$ cat src/rtl/icache_axi_refill.sv
// icache_axi_refill: single-outstanding AXI3 read master for instruction-cache
// line refills and uncached word fetches. Returned beats are collected into a
// line buffer that is handed back to the cache as one response.
module icache_axi_refill #(
    parameter int          LINE_WORDS = 8,
    parameter logic [3:0]  AXI_ID     = 4'd0
) (
    input  logic                       aclk,
    input  logic                       reset,
    // cache request side
    input  logic                       req_valid,
    output logic                       req_ready,
    input  logic [31:0]                req_addr,
    input  logic                       req_uncached,
    // cache response side
    output logic                       resp_valid,
    input  logic                       resp_ready,
    output logic [32*LINE_WORDS-1:0]   resp_line,
    output logic                       resp_err,
    // AXI read address channel
    output logic [3:0]                 arid,
    output logic [31:0]                araddr,
    output logic [7:0]                 arlen,
    output logic [2:0]                 arsize,
    output logic [1:0]                 arburst,
    output logic [1:0]                 arlock,
    output logic [3:0]                 arcache,
    output logic [2:0]                 arprot,
    output logic                       arvalid,
    input  logic                       arready,
    // AXI read data channel
    input  logic [3:0]                 rid,
    input  logic [31:0]                rdata,
    input  logic [1:0]                 rresp,
    input  logic                       rlast,
    input  logic                       rvalid,
    output logic                       rready
);

    localparam int CW   = $clog2(LINE_WORDS);
    localparam int OFFW = CW + 2;

    typedef enum logic [1:0] {IDLE, AR, R, RESP} state_e;

    state_e                          state_q, state_d;
    logic [31:0]                     araddr_q;
    logic [7:0]                      arlen_q;
    logic [CW-1:0]                   cnt_q;
    logic [LINE_WORDS-1:0][31:0]     line_q;
    logic                            err_q;
    // set once the expected final beat has been stored without rlast;
    // further beats up to rlast are dropped
    logic                            over_q;
    logic                            final_beat;

    // the interconnect routes by ID, so rid carries no information here
    logic                            rid_unused;
    assign rid_unused = ^rid;

    assign final_beat = ({{(8-CW){1'b0}}, cnt_q} == arlen_q);

    // state register
    always_ff @(posedge aclk) begin
        if (reset) state_q <= IDLE;
        else       state_q <= state_d;
    end

    // next-state logic
    always_comb begin
        state_d = state_q;
        case (state_q)
            IDLE: if (req_valid)           state_d = AR;
            AR:   if (arready)             state_d = R;
            R:    if (rvalid && rlast)     state_d = RESP;
            RESP: if (resp_ready)          state_d = IDLE;
            default:                       state_d = IDLE;
        endcase
    end

    // output decode from state
    always_comb begin
        req_ready  = 1'b0;
        arvalid    = 1'b0;
        rready     = 1'b0;
        resp_valid = 1'b0;
        case (state_q)
            IDLE:    req_ready  = 1'b1;
            AR:      arvalid    = 1'b1;
            R:       rready     = 1'b1;
            RESP:    resp_valid = 1'b1;
            default: req_ready  = 1'b0;
        endcase
    end

    // request capture, beat collection and sticky error tracking
    always_ff @(posedge aclk) begin
        if (reset) begin
            araddr_q <= '0;
            arlen_q  <= '0;
            cnt_q    <= '0;
            line_q   <= '0;
            err_q    <= 1'b0;
            over_q   <= 1'b0;
        end else if (state_q == IDLE && req_valid) begin
            if (req_uncached) begin
                araddr_q <= {req_addr[31:2], 2'b00};
                arlen_q  <= 8'd0;
            end else begin
                araddr_q <= {req_addr[31:OFFW], {OFFW{1'b0}}};
                arlen_q  <= 8'(LINE_WORDS - 1);
            end
            cnt_q  <= '0;
            line_q <= '0;
            err_q  <= 1'b0;
            over_q <= 1'b0;
        end else if (state_q == R && rvalid) begin
            if (rresp != 2'b00) err_q <= 1'b1;
            if (!over_q) begin
                line_q[cnt_q] <= rdata;
                if (final_beat) begin
                    // burst longer than requested: hold here until rlast
                    if (!rlast) begin
                        err_q  <= 1'b1;
                        over_q <= 1'b1;
                    end
                end else begin
                    cnt_q <= cnt_q + 1'b1;
                    if (rlast) err_q <= 1'b1;
                end
            end
        end
    end

    assign araddr    = araddr_q;
    assign arlen     = arlen_q;
    assign arid      = AXI_ID;
    assign arsize    = 3'b010;
    assign arburst   = 2'b01;
    assign arlock    = 2'b00;
    assign arcache   = 4'b0000;
    assign arprot    = 3'b000;
    assign resp_line = line_q;
    assign resp_err  = err_q;

endmodule

$ cat config.mk
export PLATFORM = sky130hd
export DESIGN_NAME = icache_axi_refill
export DESIGN_NICKNAME = d
export VERILOG_FILES = /design/src/rtl/icache_axi_refill.sv
export SDC_FILE = /design/constraint.sdc
export NUM_CORES = 1
export LEC_CHECK = 0
export BUFFER_PORTS_ARGS = -buffer_cell sky130_fd_sc_hd__buf_2
export CORE_UTILIZATION = 35
export CTS_BUF_LIST = sky130_fd_sc_hd__clkbuf_16
export DETAILED_ROUTE_END_ITERATION = 12
export GPL_TIMING_DRIVEN = 0
export PLACE_DENSITY = 0.66
export SLEW_MARGIN = 20
export SYNTH_ARGS = -nofsm -noshare
export SYNTH_HDL_FRONTEND = slang
export SYNTH_SLANG_ARGS = --single-unit
$ cat constraint.sdc
create_clock -name aclk -period 2.9 [get_ports aclk]
set_input_delay 0.145 -clock aclk [delete_from_list [all_inputs] [get_ports aclk]]
set_output_delay 0.145 -clock aclk [all_outputs]
set_load 0.03 [all_outputs]
==> results of run 1 <==
[cells by family after synthesis]
family / count (synthesis)
other cells: 2
buf+inv: 105
mux: 258
fa+ha+maj: 6
simple gates: 383
flops: 294
compound gates: 45
[worst max-delay path: cells and delay by family (launching register included)]
family                     cells  cell delay (ps)
buffers and inverters          3             1140
and+or+nand+nor                1              120
AOI/OAI and AO/OA              1              500
DFF                            1              370
muxes                          1              140
adders and majority gates      1              280
[registers in the layout, summed over array words and instances (netlist names)]
| signal | count |
|---|---|
| araddr | 30 |
| arlen | 1 |
| cnt_q | 3 |
| over_q | 1 |
| resp_err | 1 |
| resp_line | 256 |
| state_q | 2 |
[cell usage in the layout, fill, tap and decap left out, types with 2 or more instances in the layout]
cell type                         n
sky130_fd_sc_hd__buf_2          400
sky130_fd_sc_hd__nand2_1        354
sky130_fd_sc_hd__dfxtp_1        294
sky130_fd_sc_hd__mux2i_1        258
sky130_fd_sc_hd__dlygate4sd3_1   36
sky130_fd_sc_hd__a21oi_1         32
sky130_fd_sc_hd__clkbuf_16       31
sky130_fd_sc_hd__buf_4           30
sky130_fd_sc_hd__clkbuf_1        25
sky130_fd_sc_hd__conb_1          25
sky130_fd_sc_hd__inv_1           11
sky130_fd_sc_hd__clkinv_1         9
sky130_fd_sc_hd__ha_1             6
sky130_fd_sc_hd__nor2b_1          5
sky130_fd_sc_hd__clkinv_2         5
sky130_fd_sc_hd__clkbuf_2         4
sky130_fd_sc_hd__nand3_1          4
sky130_fd_sc_hd__nor2_1           3
sky130_fd_sc_hd__buf_6            3
sky130_fd_sc_hd__o41ai_1          3
sky130_fd_sc_hd__and4b_1          2
sky130_fd_sc_hd__nand4_1          2
sky130_fd_sc_hd__or4b_1           2
sky130_fd_sc_hd__nor4_1           2
sky130_fd_sc_hd__or3_1            2
sky130_fd_sc_hd__nand4b_1         2
sky130_fd_sc_hd__o21ai_0          2
sky130_fd_sc_hd__clkinvlp_4       2
[stage by stage]
step	cell area, um2	hold WS [ps]	util	worst slack [ps]	TNS (ps)
after floorplan	11000	241	-	787	0
after global routing	14600	60.8	0.478	27.7	0
after global placement	13300	385	0.435	-238	-14960
after detailed placement	13300	391	0.435	-248	-16350
after CTS	14600	4.28	0.477	39.5	0
final	14600	39.1	0.478	255	0
[where the power goes]
part           internal (mW)  switching (mW)  leakage (nW)
registers               4.17          0.0743          2.37
clock network           2.02            1.64         0.471
logic                  0.496            1.39          5.49
[final timing paths]
path	endpoint
max	resp_line[149]$_SDFFE_PP0P_
min	cnt_q[2]$_SDFFE_PP0P_
max reg2reg	resp_line[149]$_SDFFE_PP0P_
min reg2reg	araddr[9]$_SDFFE_PP0P_
[what timing repair did]
action | in CTS | in global routing
hold endpoints to repair | 34 | 0
pin swaps | 0 | 0
setup endpoints to repair | 147 | 41
cloned | 0 | 0
gates resized for setup | 1 | 9
hold buffers | 36 | 0
[per-layer routing]
layer  vias to the layer above  wire [um]  track usage
met2                       319      16400        0.356
met1                      4305      15300        0.269
met4                         0        871       0.0632
met5                         -          0            0
met3                        54       2260       0.0394
li1                       4487          -            -
[area by class of cell]
type,instances,area share
clock buffer,31,0.0531
clock inverter,24,0.0104
sequential,294,0.403
buffer,99,0.0381
tap,396,0.0339
timing repair buffer,400,0.149
inverter,6,0.00154
multi-input combinational,717,0.311
==> results.json, run 1 <==
{
  "via_to_cell_ratio": 4.66,
  "holdPathStages": 4,
  "synth_top_area_frac": 0.540,
  "cpPeakStageDelay_ps": 550,
  "clock_tree.root_cell": "sky130_fd_sc_hd__clkbuf_16",
  "critical_path.endpoint_type": "flop",
  "critical_path.max_fanout": 10,
  "yosys-top-cells-area": "sky130_fd_sc_hd__dfxtp_1, sky130_fd_sc_hd__mux2i_1, sky130_fd_sc_hd__nand2_1, sky130_fd_sc_hd__buf_4, sky130_fd_sc_hd__buf_2",
  "synth-xor-area-share": 0,
  "hp-start": "rvalid",
  "final.period_utilization": 0.912,
  "worst_setup_path_start_kind": "flop",
  "tritoncts.num_buffers": 31,
  "slew_headroom": 0.538,
  "synthSimpleGateAreaFrac": 0.139,
  "run_status": "finished clean",
  "initial_core_utilization": 0.357,
  "synth_top_area_cell": "sky130_fd_sc_hd__dfxtp_1",
  "reg2reg_depth": 7,
  "h-tree-depth": 1,
  "final_skew_ps": 10.3,
  "synth_common_cells": "sky130_fd_sc_hd__nand2_1, sky130_fd_sc_hd__dfxtp_1, sky130_fd_sc_hd__mux2i_1, sky130_fd_sc_hd__buf_2, sky130_fd_sc_hd__a21oi_1",
  "gpl.final_weighted_congestion": 0.805,
  "grt.overflow.total": 0,
  "max_freq_mhz": 378,
  "irDropWorstVdd_v": 0.000485,
  "critical_path_top_delay_cell": "sky130_fd_sc_hd__clkbuf_1",
  "cpMostUsedCell": "sky130_fd_sc_hd__clkbuf_1",
  "grt_usage": 0.210,
  "grt_pass1_vias": 8747,
  "core_region_area_mm2": 0.0306,
  "seq_area_mm2": 0.00589,
  "vias": 9165,
  "cts.path.max_buffers": 3,
  "grt_setup_unrepaired": "no",
  "main_combinational_cell_family_by_area_after_synthesis": "multiplexers",
  "reg2reg_start": "state_q[0]$_SDFFE_PP0P_",
  "grt_max_degree": 17,
  "clock_sinks": 294,
  "hold_class": "input port to flop",
  "io-pin-count": 397,
  "synthesized_area_per_cell_um2": 9.98,
  "timing.critical_path.from": "state_q[0]$_SDFFE_PP0P_",
  "post-cts-setup-buffer-count": 0,
  "finalSetupViolations": 0,
  "place.detailed.hpwl_um": 25000,
  "synth-compound-area-share": 0.0239,
  "synth_edf_count": 0,
  "clock_insertion_delay_worst_skew_ps": 570,
  "drv_cap": 0,
  "timing.critical_path.arrival_ps": 3130,
  "syn-cell-area_mm2": 0.0109,
  "regToRegSetupSlack_ps": 260,
  "placed_cells": 1876,
  "critPathKind": "flop to flop",
  "cp_data_required_time_ps": 3390,
  "post_cts_clock_slew_at_the_launch_and_capture_registers_of_the_worst_setup_and_hold_paths_ps": 60,
  "power.total_mw": 9.79,
  "drc": 0,
  "cts_tree": "built",
  "ffs_w_async_s_r_synth": 0,
  "multi_input_logic_area_mm2": 0.00454,
  "fin_crit_ps": 2640,
  "synth-warning-count": 0,
  "route.final.wire_length_um": 34800,
  "adder_and_majority_cell_fraction_of_the_synthesized_area": 0.00688,
  "synth_ff_type": "sky130_fd_sc_hd__dfxtp_1",
  "filler_cell_count": 2908,
  "grt_pass1_wl_um": 50900,
  "synth_cells": 1093,
  "antennaDiodeCount": 0,
  "finish.net_count": 1633,
  "synthMuxAreaShare": 0.237,
  "layoutNonFillerInstCount": 1967,
  "drive_gt1_frac": 0.305,
  "final-hold-violation-count": 0,
  "post_drt_wl_per_cell_um": 17.7,
  "worstMarginPinSlew_ps": 686,
  "dr.pass1.iters": 5,
  "placementRows": 64,
  "die_h_um": 179,
  "port_buffers": 364,
  "ys_ff_latch": 294,
  "static-leakage-power_nw": 8.33,
  "number_of_antenna_violations_at_the_first_check_in_global_routing": 0,
  "die-width_um": 179,
  "power.density_cell_area_mw_per_mm2": 670,
  "timing.critical_path.cells": "inv_1 > ha_1 > a21oi_2 > clkbuf_1 > clkbuf_1 > nand2_1 > mux2i_1",
  "yosysMostFrequentCell": "sky130_fd_sc_hd__nand2_1",
  "timing_max_transition_violations_final": 0,
  "drtAntennaViolNets": 0,
  "synth_seq_area_share": 0.540,
  "synthToLayoutAreaGrowth_pct": 33.9,
  "floorplan.die_area_mm2": 0.0319,
  "yosysUniqueCellTypes": 35,
  "first_iter_violations": 294
}
(Power assumes the default switching activity.)
==> run 2: changes to the inputs <==
==> constraint.sdc (replaced) <==
create_clock -name aclk -period 2.9 [get_ports aclk]
set_input_delay 0.29 -clock aclk [delete_from_list [all_inputs] [get_ports aclk]]
set_output_delay 0.29 -clock aclk [all_outputs]
set_load 0.03 [all_outputs]
==> results.json, run 2 (same netlist as run 1, synthesis figures left out) <==
{
  "hold_class": "input port to flop",
  "io-pin-count": 397,
  "post_place_setup_slack_ps": -248,
  "worstMarginPinSlew_ps": 688,
  "drtAntennaViolNets": 0,
  "multi_input_logic_area_mm2": 0.00454,
  "final_skew_ps": 8.54,
  "die_h_um": 179,
  "worst_setup_path_start_kind": "flop",
  "grt_max_degree": 17,
  "floorplan.die_area_mm2": 0.0319,
  "grt_pass1_vias": 8746,
  "die-width_um": 179,
  "tritoncts.num_buffers": 31,
  "irDropWorstVdd_v": 0.000487,
  "critical_path.endpoint_type": "flop",
  "number_of_flip_flops_under_the_largest_register_name": 256,
  "number_of_antenna_violations_at_the_first_check_in_global_routing": 0,
  "final.period_utilization": 0.911,
  "slew_headroom": 0.537,
  "timing_max_transition_violations_final": 0,
  "final-hold-violation-count": 0,
  "via_to_cell_ratio": 4.67,
  "fin_crit_ps": 2640,
  "filler_cell_count": 2912,
  "port_buffers": 364,
  "post-cts-setup-buffer-count": 0,
  "route.final.wire_length_um": 34800,
  "grt.overflow.total": 0,
  "finalSetupViolations": 0,
  "cp_data_required_time_ps": 3390,
  "power.density_cell_area_mw_per_mm2": 672,
  "critPathKind": "flop to flop",
  "most_common_library_cell_in_the_layout_ignoring_fill_and_taps": "sky130_fd_sc_hd__buf_2",
  "placementRows": 64,
  "gpl.final_weighted_congestion": 0.805,
  "clock_sinks": 294,
  "cts.path.max_buffers": 3,
  "post_cts_clock_slew_at_the_launch_and_capture_registers_of_the_worst_setup_and_hold_paths_ps": 60,
  "core_region_area_mm2": 0.0306,
  "drv_cap": 0,
  "clock_tree.root_cell": "sky130_fd_sc_hd__clkbuf_16",
  "synthToLayoutAreaGrowth_pct": 33.5,
  "initial_core_utilization": 0.357,
  "grt_usage": 0.210,
  "antennaDiodeCount": 0,
  "finalCoreUtilization": 0.476,
  "seq_area_mm2": 0.00589,
  "vias": 9157,
  "setup_slack_ps": 259,
  "dr.pass1.iters": 5,
  "place.detailed.hpwl_um": 25000,
  "static-leakage-power_nw": 8.30,
  "grt_pass1_wl_um": 50800,
  "grt_setup_unrepaired": "no",
  "drc": 0,
  "clock_insertion_delay_worst_skew_ps": 570,
  "final_cell_mix": "sky130_fd_sc_hd__buf_2, sky130_fd_sc_hd__nand2_1, sky130_fd_sc_hd__dfxtp_1, sky130_fd_sc_hd__mux2i_1, sky130_fd_sc_hd__a21oi_1",
  "cts_tree": "built",
  "timing.critical_path.arrival_ps": 3140,
  "run_status": "finished clean",
  "h-tree-depth": 1,
  "fin_worst_hold_slack_ps": 105,
  "drive_gt1_frac": 0.306,
  "first_iter_violations": 328,
  "post_drt_wl_per_cell_um": 17.8,
  "max_freq_mhz": 379,
  "critical_path.max_fanout": 10,
  "finish.net_count": 1628
}
[run 2: cell types whose count changed in the layout (fill, tap and decap cells not counted), sizes merged]
cell / previous run / this run
dlygate4sd3: 36 / 31
[run 2: power breakdown]
part	switching, mW	total (mW)	internal [mW]
registers	0.0748	4.24	4.17
logic	1.38	1.87	0.490
clock network	1.64	3.67	2.02
[run 2: repair_timing]
action,in CTS,in global routing
gates resized for setup,1,9
hold endpoints to repair,31,0
hold buffers,31,0
setup endpoints to repair,147,40
[run 2: path summary, 6_finish.rpt]
path	start	endpoint	cells past startpoint	slack, ps
hold reg to reg	araddr[9]$_SDFFE_PP0P_	araddr[9]$_SDFFE_PP0P_	2	450
setup / recovery	state_q[0]$_SDFFE_PP0P_	resp_line[147]$_SDFFE_PP0P_	7	260
hold / removal	rlast	over_q$_SDFFE_PP0P_	4	110
setup reg to reg	state_q[0]$_SDFFE_PP0P_	resp_line[147]$_SDFFE_PP0P_	7	260
[run 2: per-layer routing]
layer,GRT usage,routed length (um),vias up
met2,0.355,16400,315
met5,0,0,-
met4,0.0632,869,0
met1,0.268,15300,4317
li1,-,-,4472
met3,0.0401,2240,53
[run 2: per-stage QoR]
stage / setup TNS [ps] / area, um2 / cells / power, mW
after CTS: 0 / 14600 / 1962 / 9.87
after floorplan: 0 / 11000 / 1116 / 5.51
after detailed placement: -16350 / 13300 / 1876 / 6.18
after global routing: 0 / 14600 / 1962 / 10.2
after global placement: -14960 / 13300 / 1876 / 6.15
final: 0 / 14600 / 1962 / 9.78
[run 2: cell type report]
class | count | share of cell area
Multi-Input combinational cell | 717 | 0.312
Buffer | 99 | 0.0382
Tap cell | 396 | 0.0340
Timing Repair Buffer | 395 | 0.146
Clock inverter | 24 | 0.0104
Clock buffer | 31 | 0.0533
Sequential cell | 294 | 0.404
Inverter | 6 | 0.00155
[run 2: worst max-delay path, stage by stage (launching register included)]
cell and delay (ps):
sky130_fd_sc_hd__dfxtp_1 370, sky130_fd_sc_hd__inv_1 110, sky130_fd_sc_hd__ha_1 280, sky130_fd_sc_hd__a21oi_2 490, sky130_fd_sc_hd__clkbuf_1 480, sky130_fd_sc_hd__clkbuf_1 560
sky130_fd_sc_hd__nand2_1 110, sky130_fd_sc_hd__mux2i_1 160
